File: config.mk
export PLATFORM = sky130hd
export DESIGN_NAME = tdm_demux16_rx
export DESIGN_NICKNAME = d
export VERILOG_FILES = /design/src/rtl/tdm_demux16_rx.sv
export SDC_FILE = /design/constraint.sdc
export NUM_CORES = 1
export LEC_CHECK = 0
export ABC_CLOCK_PERIOD_IN_PS = 2009
export CORE_ASPECT_RATIO = 1.2
export CORE_UTILIZATION = 52
export CTS_CLUSTER_SIZE = 24
export DETAILED_ROUTE_END_ITERATION = 8
export HOLD_SLACK_MARGIN = 0.08
export PLACE_DENSITY = 0.78
export SYNTH_ARGS = -nofsm -noshare
export SYNTH_HDL_FRONTEND = slang
export SYNTH_SLANG_ARGS = --single-unit
File: constraint.sdc
create_clock -name clk -period 2.01 [get_ports clk]
set_input_delay 0.402 -clock clk [delete_from_list [all_inputs] [get_ports clk]]
set_output_delay 0.402 -clock clk [all_outputs]
set_load 0.02 [all_outputs]
File: src/rtl/tdm_demux16_rx.sv
// tdm_demux16_rx: receive end of an N-slot TDM serial link.
// Tracks frame sync, demultiplexes slot bits into a frame buffer and
// publishes each completed frame as a registered word with a one-cycle
// valid pulse. Sync violations raise a one-cycle frame_err.
module tdm_demux16_rx #(
  parameter int N_SLOTS = 16,
  parameter int SEL_W   = 4
) (
  input  logic               clk,
  input  logic               rst_n,
  input  logic               din,
  input  logic               din_valid,
  input  logic               frame_start,
  output logic [N_SLOTS-1:0] out,
  output logic               out_valid,
  output logic [SEL_W-1:0]   sel,
  output logic               locked,
  output logic               frame_err
);

  typedef enum logic {HUNT = 1'b0, RUN = 1'b1} state_t;

  localparam logic [SEL_W-1:0] LAST_SLOT = SEL_W'(N_SLOTS - 1);

  state_t                 state, state_nxt;
  logic [SEL_W-1:0]       sel_nxt;
  // The last slot bit goes straight to out, so the buffer holds N_SLOTS-1 bits.
  logic [N_SLOTS-2:0]     frame_buf, buf_nxt;
  logic                   load;
  logic                   err;

  // State register: sync tracking between HUNT and RUN.
  always_ff @(posedge clk) begin
    if (!rst_n) state <= HUNT;
    else        state <= state_nxt;
  end

  // Slot counter, frame buffer and registered frame outputs.
  always_ff @(posedge clk) begin
    if (!rst_n) begin
      sel       <= '0;
      frame_buf <= '0;
      out       <= '0;
      out_valid <= 1'b0;
      frame_err <= 1'b0;
    end else begin
      sel       <= sel_nxt;
      frame_buf <= buf_nxt;
      out_valid <= load;
      frame_err <= err;
      if (load) out <= {din, frame_buf};
    end
  end

  // Next-state logic: only beats (din_valid=1) advance anything.
  always_comb begin
    state_nxt = state;
    sel_nxt   = sel;
    buf_nxt   = frame_buf;
    load      = 1'b0;
    err       = 1'b0;
    if (din_valid) begin
      unique case (state)
        HUNT: begin
          if (frame_start) begin
            buf_nxt[0] = din;
            sel_nxt    = SEL_W'(1);
            state_nxt  = RUN;
          end
        end
        RUN: begin
          if (sel == '0) begin
            if (frame_start) begin
              buf_nxt[0] = din;
              sel_nxt    = SEL_W'(1);
            end else begin
              // Sync lost: drop the bit and go back to hunting.
              err       = 1'b1;
              sel_nxt   = '0;
              state_nxt = HUNT;
            end
          end else if (frame_start) begin
            // Early sync: abandon the partial frame, this beat is slot 0.
            err        = 1'b1;
            buf_nxt[0] = din;
            sel_nxt    = SEL_W'(1);
          end else if (sel == LAST_SLOT) begin
            load    = 1'b1;
            sel_nxt = '0;
          end else begin
            for (int i = 1; i < N_SLOTS - 1; i++) begin
              if (sel == SEL_W'(i)) buf_nxt[i] = din;
            end
            sel_nxt = sel + SEL_W'(1);
          end
        end
        default: state_nxt = HUNT;
      endcase
    end
  end

  // Output decode: locked mirrors the registered state.
  always_comb begin
    locked = (state == RUN);
  end

endmodule

Word level (Yosys, flattened, before mapping)
Index checks and enable logic that the tools add are counted.
- $add $sub $neg: 1
- equal/unequal tests: 16
- bitwise operators: 4
- reductions and logical operators: 18
- multiplexer cells: 17
- operators by type and width (kind ; number):
    AND reduction 6 bit ; 14
    equality test 4 bit, second input constant ; 8
    equality test 4 x 3 -> 1 bit, second input constant ; 4
    2-to-1 mux 4 bit ; 4
    2-to-1 mux 1 bit ; 11
    equality test 4 x 2 -> 1 bit, second input constant ; 2
    one-hot mux 4 bit (2 select lines) ; 1
    adder 4 x 1 -> 4 bit, second input constant ; 1
    equality test 4 x 1 -> 1 bit, second input constant ; 1
    logical NOT 4 bit ; 1
    NOT 1 bit ; 4
    AND reduction 2 bit ; 2
    AND reduction 3 bit ; 1
    != test 2 bit, second input constant ; 1
    one-hot mux 1 bit (2 select lines) ; 1
- word-level logic and storage cells: 76
- register bits after elaboration: 38
- input bits: 5

Logic depth before layout (Yosys ltp)
Gate-level depths: netlist of the first run.
- depth in word-level cells: 6
- mapped depth: 6

Least setup slack after synthesis of the first run
Ideal clock, no wire load.
- kind: register -> register
- start point: reg sel[0]
- end point: reg frame_buf[1]
- clock period less this slack: 1.798 ns
- library setup time: 0.131 ns
- data arrival time: 1.667 ns
- path slack: 0.212 ns
- cell stages (with the launch flop): 7
- cell sequence: dfxtp_1 inv_1 ha_1 or3_4 buf_6 o311ai_1 o41ai_1
- longest elaborated chain between the ends: 3
- RTL lines (what ; RTL line ; RTL):
    from (decl) ; 16 ; output logic [SEL_W-1:0] sel,
    from (signal assigned) ; 47 ; sel <= sel_nxt;
    equality test 4 bit or logical NOT 4 bit (tied branches) ; 87, 72 ;
    NOT 1 bit (no line) ; n/a ;
    AND reduction 6 bit (no line) (*) ; n/a ;
    to (signal assigned) ; 48 ; frame_buf <= buf_nxt;
    to (decl) ; 28 ; logic [N_SLOTS-2:0] frame_buf, buf_nxt;
Mark *: on every way between the ends. The rest lies on a longest branch, timed or not.
A chain may end at the register's enable or synchronous reset.

Worst setup path in the final report of the first run
- start point: reg sel[1]
- end point: out sel[1]
No word-level cell between the ends.

==> results.md, run 1 <==
- Antenna Cells: 0
- Drc violations: 0
- Die X: roughly 54 µm
- Power per cell area: between 600 and 700 nW/µm²
- CP endpoint kind: output pin
- GRT Total Usage: 0.264
- Routability cong.: around 0.85
- Final Hold Vio Count: 0
- Detailed Place HPWL: 2.85 mm
- H-Tree Depth: 2
- Vias in the first global route: ~1500
- CTS max path bufs: 2
- Hold Worst Slack: 478 ps
- Initial antenna violation count: 0
- Total gr overflow: 0
- Number of cells on the critical path: 1
- Data required time of the worst path: 1610 ps
- DRT iter0 DRCs: 70
- Global-route wire length before repair: 6.77 mm
- Syn Inst Count: 194
- Worst min-delay path class: flop to flop
- Crit path arrival time: around 1500 ps
- Seq cells post-synth: 38
- F_max: between 500 and 600 MHz
- CTS tree: done
- Max-Cap Viols: 0
- Setup TNS Final: 0 ps
- DIE HEIGHT: ~65 µm
- P&R area growth vs syn: 23.4%
- Post-Syn Area: about 1700 µm²
- Startpoint types: flop
- Post-DR wirelength/cell: between 15 and 20 µm
- Vias per std cell: roughly 6.3
- Most common cell after layout, fill and taps aside: dfxtp_1
- Layout cell share with drive strength beyond 1: 0.117
- Number of cell rows: 22
- Total core area: 3080 µm²
- DR vias: 1633
- Pin count of the biggest net entering global routing: 19
- Unique cell type count in the Yosys netlist: 35
- Worst Tran Pin Value: between 500 and 600 ps
- Hold Buf Count CTS: 0
- Critical path type: flop to output pin
- Most frequent cells in the layout: 35 x dfxtp_1, 29 x a21oi_1, 27 x clkdlybuf4s50_1
- Sequential share of the synthesized area: 0.448
- Worst-Skew Late Latency: 340 ps
- Max VDD drop: 0.000466 V
- Leak Pwr: 0.692 nW
- Mapped Avg Cell Area: 8.75 µm²
- Fin nets: around 230
- Hold Path Stages: 2
- Port Buf Inserts: 27
- Post-Synthesis Net Count: 204
- DRT Pass-1 Iters: 4
- Top cell family by delay on the critical path: buffers and inverters
- Status: complete, no violations
- RSZ-0062 raised after global routing: no
- Period utilization: 0.937
- I/O pin count: 28
- Reg2Reg Depth: 5
- Antenna viol nets, final: 0
- Initial Util: 0.550
- Critical path peak fanout: 7
- Clock transition at path regs: between 100 and 150 ps
- Slew margin rel.: 0.616
- CP peak stage delay: between 600 and 700 ps
- Setup violations, final: 0
- CP Cell Sequence: clkdlybuf4s50_1
- Post-Route WL: 4.11 mm
- Clock Skew: approximately 6.9 ps
- CTS root buf: clkbuf_4
- Clk sinks: 38
- Die area: about 3500 µm²
- Slowest stage cell on the critical path: clkdlybuf4s50_1
- Slew Limit Fails: 0
- CTS Buf Count: 5
- Buf+Inv Stages, Crit Path: 1
- Minimum clock period: approximately 1900 ps
- Yosys warnings: 0
[path summary, 6_finish.rpt]
check | start | endpoint | slack (ps)
min reg2reg | frame_buf[9] | out[9] | 480
max reg2reg | sel[1] | sel[1] | 220
min | frame_buf[9] | out[9] | 480
max | sel[1] | sel[1] | 130
[per-layer routing]
layer	track usage	wire length [µm]	up-vias
li1	-	-	783
met1	0.326	1780	779
met2	0.413	2010	60
met3	0.0657	198	11
met4	0.131	114	0
met5	0	0	-
[metrics by stage]
stage                     instance area [µm²]  setup WS, ps  power (mW)  cells   util
after global routing                     2090          61.5        1.33    258  0.679
after detailed placement                 2020          91.7       0.873    250  0.657
after global placement                   2020           149       0.870    250  0.657
after floorplan                          1700           212       0.837    194      -
final                                    2090           126        1.27    258  0.679
after CTS                                2090          63.7        1.28    258  0.677
[cells by family (layout without fill, tap and decap cells)]
logic type	after synthesis	in the layout	share of synthesized area
AOI/OAI and AO/OA	72	72	0.250
adders and majority gates	5	5	0.0369
buffers and inverters	25	53	0.0708
DFF	38	38	0.448
and+or+nand+nor	54	54	0.194
[cell usage after synthesis, drive strengths merged]
cell,instances,area share
and3,1,0.0037
a311oi,1,0.0052
and4bb,2,0.015
and2,1,0.0037
o311ai,6,0.031
nand3,20,0.059
o21ai,25,0.074
nand4,7,0.026
a31o,1,0.0052
o41ai,6,0.031
inv,4,0.0088
dfxtp,38,0.45
buf,9,0.035
nand4b,1,0.0052
or4b,1,0.0059
nand2b,2,0.0074
ha,5,0.037
nor4,1,0.0037
o211ai,1,0.0044
a21oi,29,0.086
a211oi,1,0.0044
nor3,2,0.0059
a22o,1,0.0052
nor3b,1,0.0044
or3,1,0.0066
nand2,9,0.020
and4b,1,0.0059
nand4bb,2,0.013
o21a,1,0.0044
clkbuf,12,0.027
nand3b,2,0.0088
[what timing repair did]
action | in CTS | in global routing
setup endpoints to repair | 1 | 2
buffers inserted | 0 | 0
resized for setup | 1 | 3
[flip-flops by register name, summed over array words and instances (netlist names)]
signal and count:
locked 1, sel 4, out 16, out_valid 1
frame_err 1, frame_buf 15
[final cells by class]
| class | count | area (µm²) |
|---|---|---|
| clock buffers | 7 | 55.1 |
| clock inverters | 1 | 5.00 |
| fillers | 282 | 990 |
| inverters | 4 | 15.0 |
| multi-input cells | 131 | 821 |
| flip-flops and latches | 38 | 764 |
| well taps | 36 | 45.0 |
| repair buffers | 41 | 388 |
[power by group]
part	internal [mW]	switching (mW)	total (mW)
logic	0.0374	0.0597	0.0971
clock network	0.170	0.243	0.413
registers	0.757	0.00495	0.762
Note: power is estimated with default switching activity, not from simulation.
==> run 2: changes to the inputs <==
REMOVE_ABC_BUFFERS = 1   (was default)
==> run 2 against run 1 <==
Compared with the run above:
- combinational power fell by 2.6%
- largest power group unchanged
- hold slack got worse by 14 ps
- flip-flop and latch count did not move
- count of clock-buffer cells in the layout fell by 1
==> results.md, run 2 (synthesized netlist as in run 1, its figures left out) <==
- Status: complete, no violations
- Non-filler cells, final: 257
- P&R area growth vs syn: 25.5%
- Antenna viol nets, final: 0
- M3 GR Usage: 0.0704
- Period utilization: 0.961
- Max VDD drop: roughly 0.00067 V
- Clock transition at path regs: 110 ps
- Setup crit start: sel[0]
- Fin nets: between 200 and 250
- Pin count of the biggest net entering global routing: 19
- Largest register FFs: 16
- Post-Route WL: between 4 and 5 mm
- Minimum clock period: between 1500 and 2000 ps
- Data required time of the worst path: ~1600 ps
- Placed Instances: ~250
- Detailed Place HPWL: approximately 2.9 mm
- Setup violations, final: 0
- Hold Worst Slack: about 460 ps
- CTS root buf: clkbuf_4
- Routability cong.: roughly 0.91
- Drc violations: 0
- Worst Tran Pin Value: roughly 520 ps
- Port Buf Inserts: 27
- CP endpoint: sel[0]
- H-Tree Depth: 2
- Top cell family by delay on the critical path: buffers and inverters
- Clock Skew: between 5 and 6 ps
- Initial Util: 0.550
- Buf+Inv Stages, Crit Path: 1
- Biggest register: out
- Worst R2R Start: sel[0]
- Total core area: between 3000 and 4000 µm²
- Die X: 54.1 µm
- DRT Pass-1 Iters: 7
- Crit path arrival time: 1530 ps
- GRT Total Usage: 0.267
- Final Hold Vio Count: 0
- Total gr overflow: 0
- CP peak stage delay: approximately 680 ps
- CP Cell Sequence: clkdlybuf4s50_1
- Worst-Skew Late Latency: 350 ps
- Most common cell after layout, fill and taps aside: dfxtp_1
- Slew margin rel.: 0.652
- Vias per std cell: approximately 6.4
- Critical path peak fanout: 8
- Number of cells on the critical path: 1
- Fillers: between 200 and 300
- RSZ-0062 raised after global routing: no
- Reg2Reg Depth: 5
- Setup TNS Final: 0 ps
- Initial antenna violation count: 0
- Slowest stage cell on the critical path: clkdlybuf4s50_1
- I/O pin count: 28
- Power per cell area: between 700 and 800 nW/µm²
- CTS max path bufs: 2
- Layer with the highest usage: met2
- Hold Buf Count CTS: 0
- Global-route wire length before repair: 6.74 mm
- DR vias: 1635
- CTS tree: done
- CTS Buf Count: 5
- CP endpoint kind: output pin
- Resized Gates After CTS: 0
- GRT met1 Usage: 0.329
- Number of cell rows: 22
- Max-Cap Viols: 0
- Most frequent cells in the layout: 37 x dfxtp_1, 29 x a21oi_1, 27 x clkdlybuf4s50_1
- Post-CTS setup buffer count: 0
- Die area: roughly 3500 µm²
- DP Area: between 2000 and 2500 µm²
- Antenna Cells: 0
- Final Cell Area: 2130 µm²
- Top Registers: out (16), frame_buf (15), sel (4)
- Clk sinks: 38
- R2r endpoint: sel[1]
- Reg2reg setup slack: ~110 ps
- Met2 Usage GRT: 0.404
- DIE HEIGHT: between 60 and 70 µm
- Worst min-delay path class: flop to flop
- Vias in the first global route: approximately 1500
- F_max: just over 500 MHz
- Leak Pwr: around 0.71 nW
- Slew Limit Fails: 0
- Post-DR wirelength/cell: 15.9 µm
- Layout cell share with drive strength beyond 1: 0.104
- DRT iter0 DRCs: just under 70
- Critical path type: flop to output pin
- Startpoint types: flop
## run 2: power breakdown
group	total (mW)	internal (mW)	switching (mW)
logic	0.0946	0.0359	0.0587
clock network	0.679	0.421	0.257
registers	0.762	0.757	0.00477
## run 2: worst min-delay path by stage
| stage | startpoint | end | slack (ps) | depth (start not counted) |
|---|---|---|---|---|
| 2_1_floorplan | frame_buf[0] | frame_buf[0] | 440 | 2 |
| 3_3_place_gp | frame_buf[0] | frame_buf[0] | 450 | 2 |
| 3_5_place_dp | frame_buf[0] | frame_buf[0] | 450 | 2 |
| 4_1_cts | frame_buf[0] | frame_buf[0] | 470 | 2 |
| 5_1_grt | frame_buf[14] | out[14] | 490 | 2 |
| 6_report | frame_buf[0] | frame_buf[0] | 460 | 2 |
## run 2: layout make-up
| cell class | instances | area (µm²) | area share |
|---|---|---|---|
| Clock inverter | 2 | 60.1 | 0.0282 |
| Clock buffer | 6 | 51.3 | 0.0241 |
| Sequential cell | 38 | 762 | 0.358 |
| Timing Repair Buffer | 40 | 380 | 0.179 |
| Inverter | 4 | 15.0 | 0.00705 |
| Tap cell | 36 | 45.0 | 0.0212 |
| Multi-Input combinational cell | 131 | 816 | 0.383 |
## run 2: metal layers
layer	vias up	routed length, µm	share of wire
met2	85	1980	0.48
met3	18	290	0.071
met1	754	1630	0.40
li1	778	-	-
met5	-	0	0
met4	0	176	0.043
## run 2: per-stage QoR
| stage | power (mW) | setup slack, ps | util |
|---|---|---|---|
| after floorplan | 0.822 | 133 | - |
| after global placement | 0.868 | 174 | 0.654 |
| after detailed placement | 0.872 | 58.6 | 0.654 |
| after CTS | 1.54 | 35.2 | 0.690 |
| after global routing | 1.59 | 17.2 | 0.691 |
| final | 1.54 | 77.8 | 0.691 |
==> run 3: changes to the inputs <==
CORE_UTILIZATION = 30   (was 52)
PLACE_DENSITY = default   (was 0.78)
==> run 3 against run 2 <==
Compared with the run above:
- the flow now finishes with violations (design-rule violations)
- utilization fell by 29 points
- final cell count grew 11%
- sequential power hardly changed
- die area grew 71%
- register-to-register slack better by 140 ps
- clock skew about the same
- clock power down 18%
==> results.md, run 3 (synthesized netlist as in run 1, its figures left out) <==
- Slowest stage cell on the critical path: clkdlybuf4s50_1
- Max VDD drop: 0.000289 V
- DRT Pass-1 Iters: 6
- Total core area: approximately 5400 µm²
- Flop pwr share: 0.537
- CP peak stage delay: 660 ps
- Min-delay src: frame_buf[5]
- Critical path type: flop to output pin
- Antenna viol nets, final: 0
- Final Hold Vio Count: 0
- Pint: between 1 and 1.5 mW
- Detailed Place HPWL: around 2.8 mm
- Vias in the first global route: roughly 1500
- CTS max path bufs: 2
- Worst min-delay path class: flop to flop
- Worst Tran Pin Value: 457 ps
- Startpoint types: flop
- Buf+Inv Stages, Crit Path: 1
- Non-filler cells, final: around 290
- Worst R2R Start: sel[1]
- CTS root buf: clkbuf_8
- Layout cell share with drive strength beyond 1: 0.112
- Crit path arrival time: 1430 ps
- P&R area growth vs syn: 27.6%
- Setup violations, final: 0
- Vias per std cell: 5.51
- Setup TNS Final: 0 ps
- Post-CTS setup buffer count: 0
- DR vias: ~1600
- GRT Total Usage: 0.153
- Post-DR wirelength/cell: approximately 15 µm
- Leak Pwr: around 0.7 nW
- Pin count of the biggest net entering global routing: 23
- Routability cong.: 0.841
- CP endpoint kind: output pin
- Period utilization: 0.912
- I/O pin count: 28
- Post-Route WL: roughly 4.1 mm
- Biggest register: out
- Clock network power share: 0.394
- Drc violations: 6
- Failing checks: design-rule violations
- Data required time of the worst path: approximately 1600 ps
- Largest register FFs: 16
- Antenna Cells: 0
- Placement Setup Slack: approximately 140 ps
- Clk sinks: 38
- Hold Worst Slack: roughly 470 ps
- Clock transition at path regs: about 80 ps
- Initial Util: 0.316
- CTS Buf Count: 5
- Comb pwr share: 0.069
- Setup crit start: sel[2]
- Initial antenna violation count: 0
- CTS tree: done
- Net Sw Frac: 0.245
- Minimum clock period: 1830 ps
- Status: complete, but fails checks
- Slew margin rel.: 0.695
- H-Tree Depth: 2
- Number of cell rows: 29
- Max-Cap Viols: 0
- Port Buf Inserts: 27
- Die X: between 70 and 80 µm
- Global-route wire length before repair: 7.35 mm
- Psw: approximately 0.35 mW
- Top cell family by delay on the critical path: buffers and inverters
- Placed Instances: 277
- Critical path peak fanout: 8
- DIE HEIGHT: about 84 µm
- Worst-Skew Late Latency: about 290 ps
- RSZ-0062 raised after global routing: no
- DRT iter0 DRCs: 130
- Fin nets: 232
- Power per cell area: 654 nW/µm²
- Most frequent cells in the layout: 38 x dfxtp_1, 29 x a21oi_1, 27 x clkdlybuf4s50_1
- F_max: about 550 MHz
- Fillers: between 500 and 600
- Slew Limit Fails: 0
- Die area: approximately 6000 µm²
- Total gr overflow: 0
- Crit path setup slack, layout: 177 ps
- Most common cell after layout, fill and taps aside: dfxtp_1
- Hold Buf Count CTS: 0
- CP Cell Sequence: clkdlybuf4s50_1
- Top Registers: out (16), frame_buf (15), sel (4)
- Clock Skew: 5.68 ps
run 3: cell types whose count changed in the layout (fill, tap and decap cells not counted):
cell / before / now
clkbuf_4: 5 / 0
clkbuf_8: 1 / 6
buf_4: 12 / 14
bufinv_16: 2 / 0
clkinv_2: 0 / 1
clkinvlp_4: 0 / 1
dfxtp_1: 37 / 38
dfxtp_2: 1 / 0
nor3b_1: 1 / 0
nor3b_2: 0 / 1
run 3: per-layer routing:
| layer | global-route usage | routed length [µm] |
|---|---|---|
| met3 | 0.0372 | 240 |
| met1 | 0.203 | 1930 |
| met4 | 0.0600 | 40 |
| met5 | 0 | 0 |
| met2 | 0.241 | 1920 |
run 3: through the flow:
| stage | area [µm²] | util | power, mW |
|---|---|---|---|
| 2_1_floorplan | 1590 | - | 0.822 |
| 3_3_place_gp | 2060 | 0.384 | 0.874 |
| 3_5_place_dp | 2060 | 0.384 | 0.874 |
| 4_1_cts | 2160 | 0.402 | 1.43 |
| 5_1_grt | 2160 | 0.403 | 1.48 |
| 6_report | 2160 | 0.403 | 1.42 |
run 3: worst paths after layout:
check	end	slack [ps]	cells past startpoint
hold reg to reg	out[5]	470	2
hold / removal	out[5]	470	2
setup reg to reg	sel[1]	250	5
setup / recovery	sel[2]	180	1
run 3: layout make-up:
| type | instances | area [µm²] | area share |
|---|---|---|---|
| clock inverter | 2 | 12.5 | 0.00578 |
| sequential | 38 | 761 | 0.351 |
| tap | 62 | 77.6 | 0.0358 |
| multi-input combinational | 131 | 821 | 0.379 |
| timing repair buffer | 42 | 395 | 0.183 |
| inverter | 4 | 15.0 | 0.00694 |
| clock buffer | 6 | 82.6 | 0.0382 |
run 3: power by group through the flow:
stage / Clock (mW) / Combinational, mW / Sequential [mW]
6_report: 0.558 / 0.0979 / 0.760
3_3_place_gp: 0 / 0.0958 / 0.778
2_1_floorplan: 0 / 0.0355 / 0.786
4_1_cts: 0.571 / 0.0971 / 0.760
3_5_place_dp: 0 / 0.0964 / 0.778
5_1_grt: 0.607 / 0.109 / 0.761
run 3: timing repair:
item	in CTS	in global routing
hold endpoints to repair	0	0
endpoints found under the setup margin	0	1
resized for setup	0	1
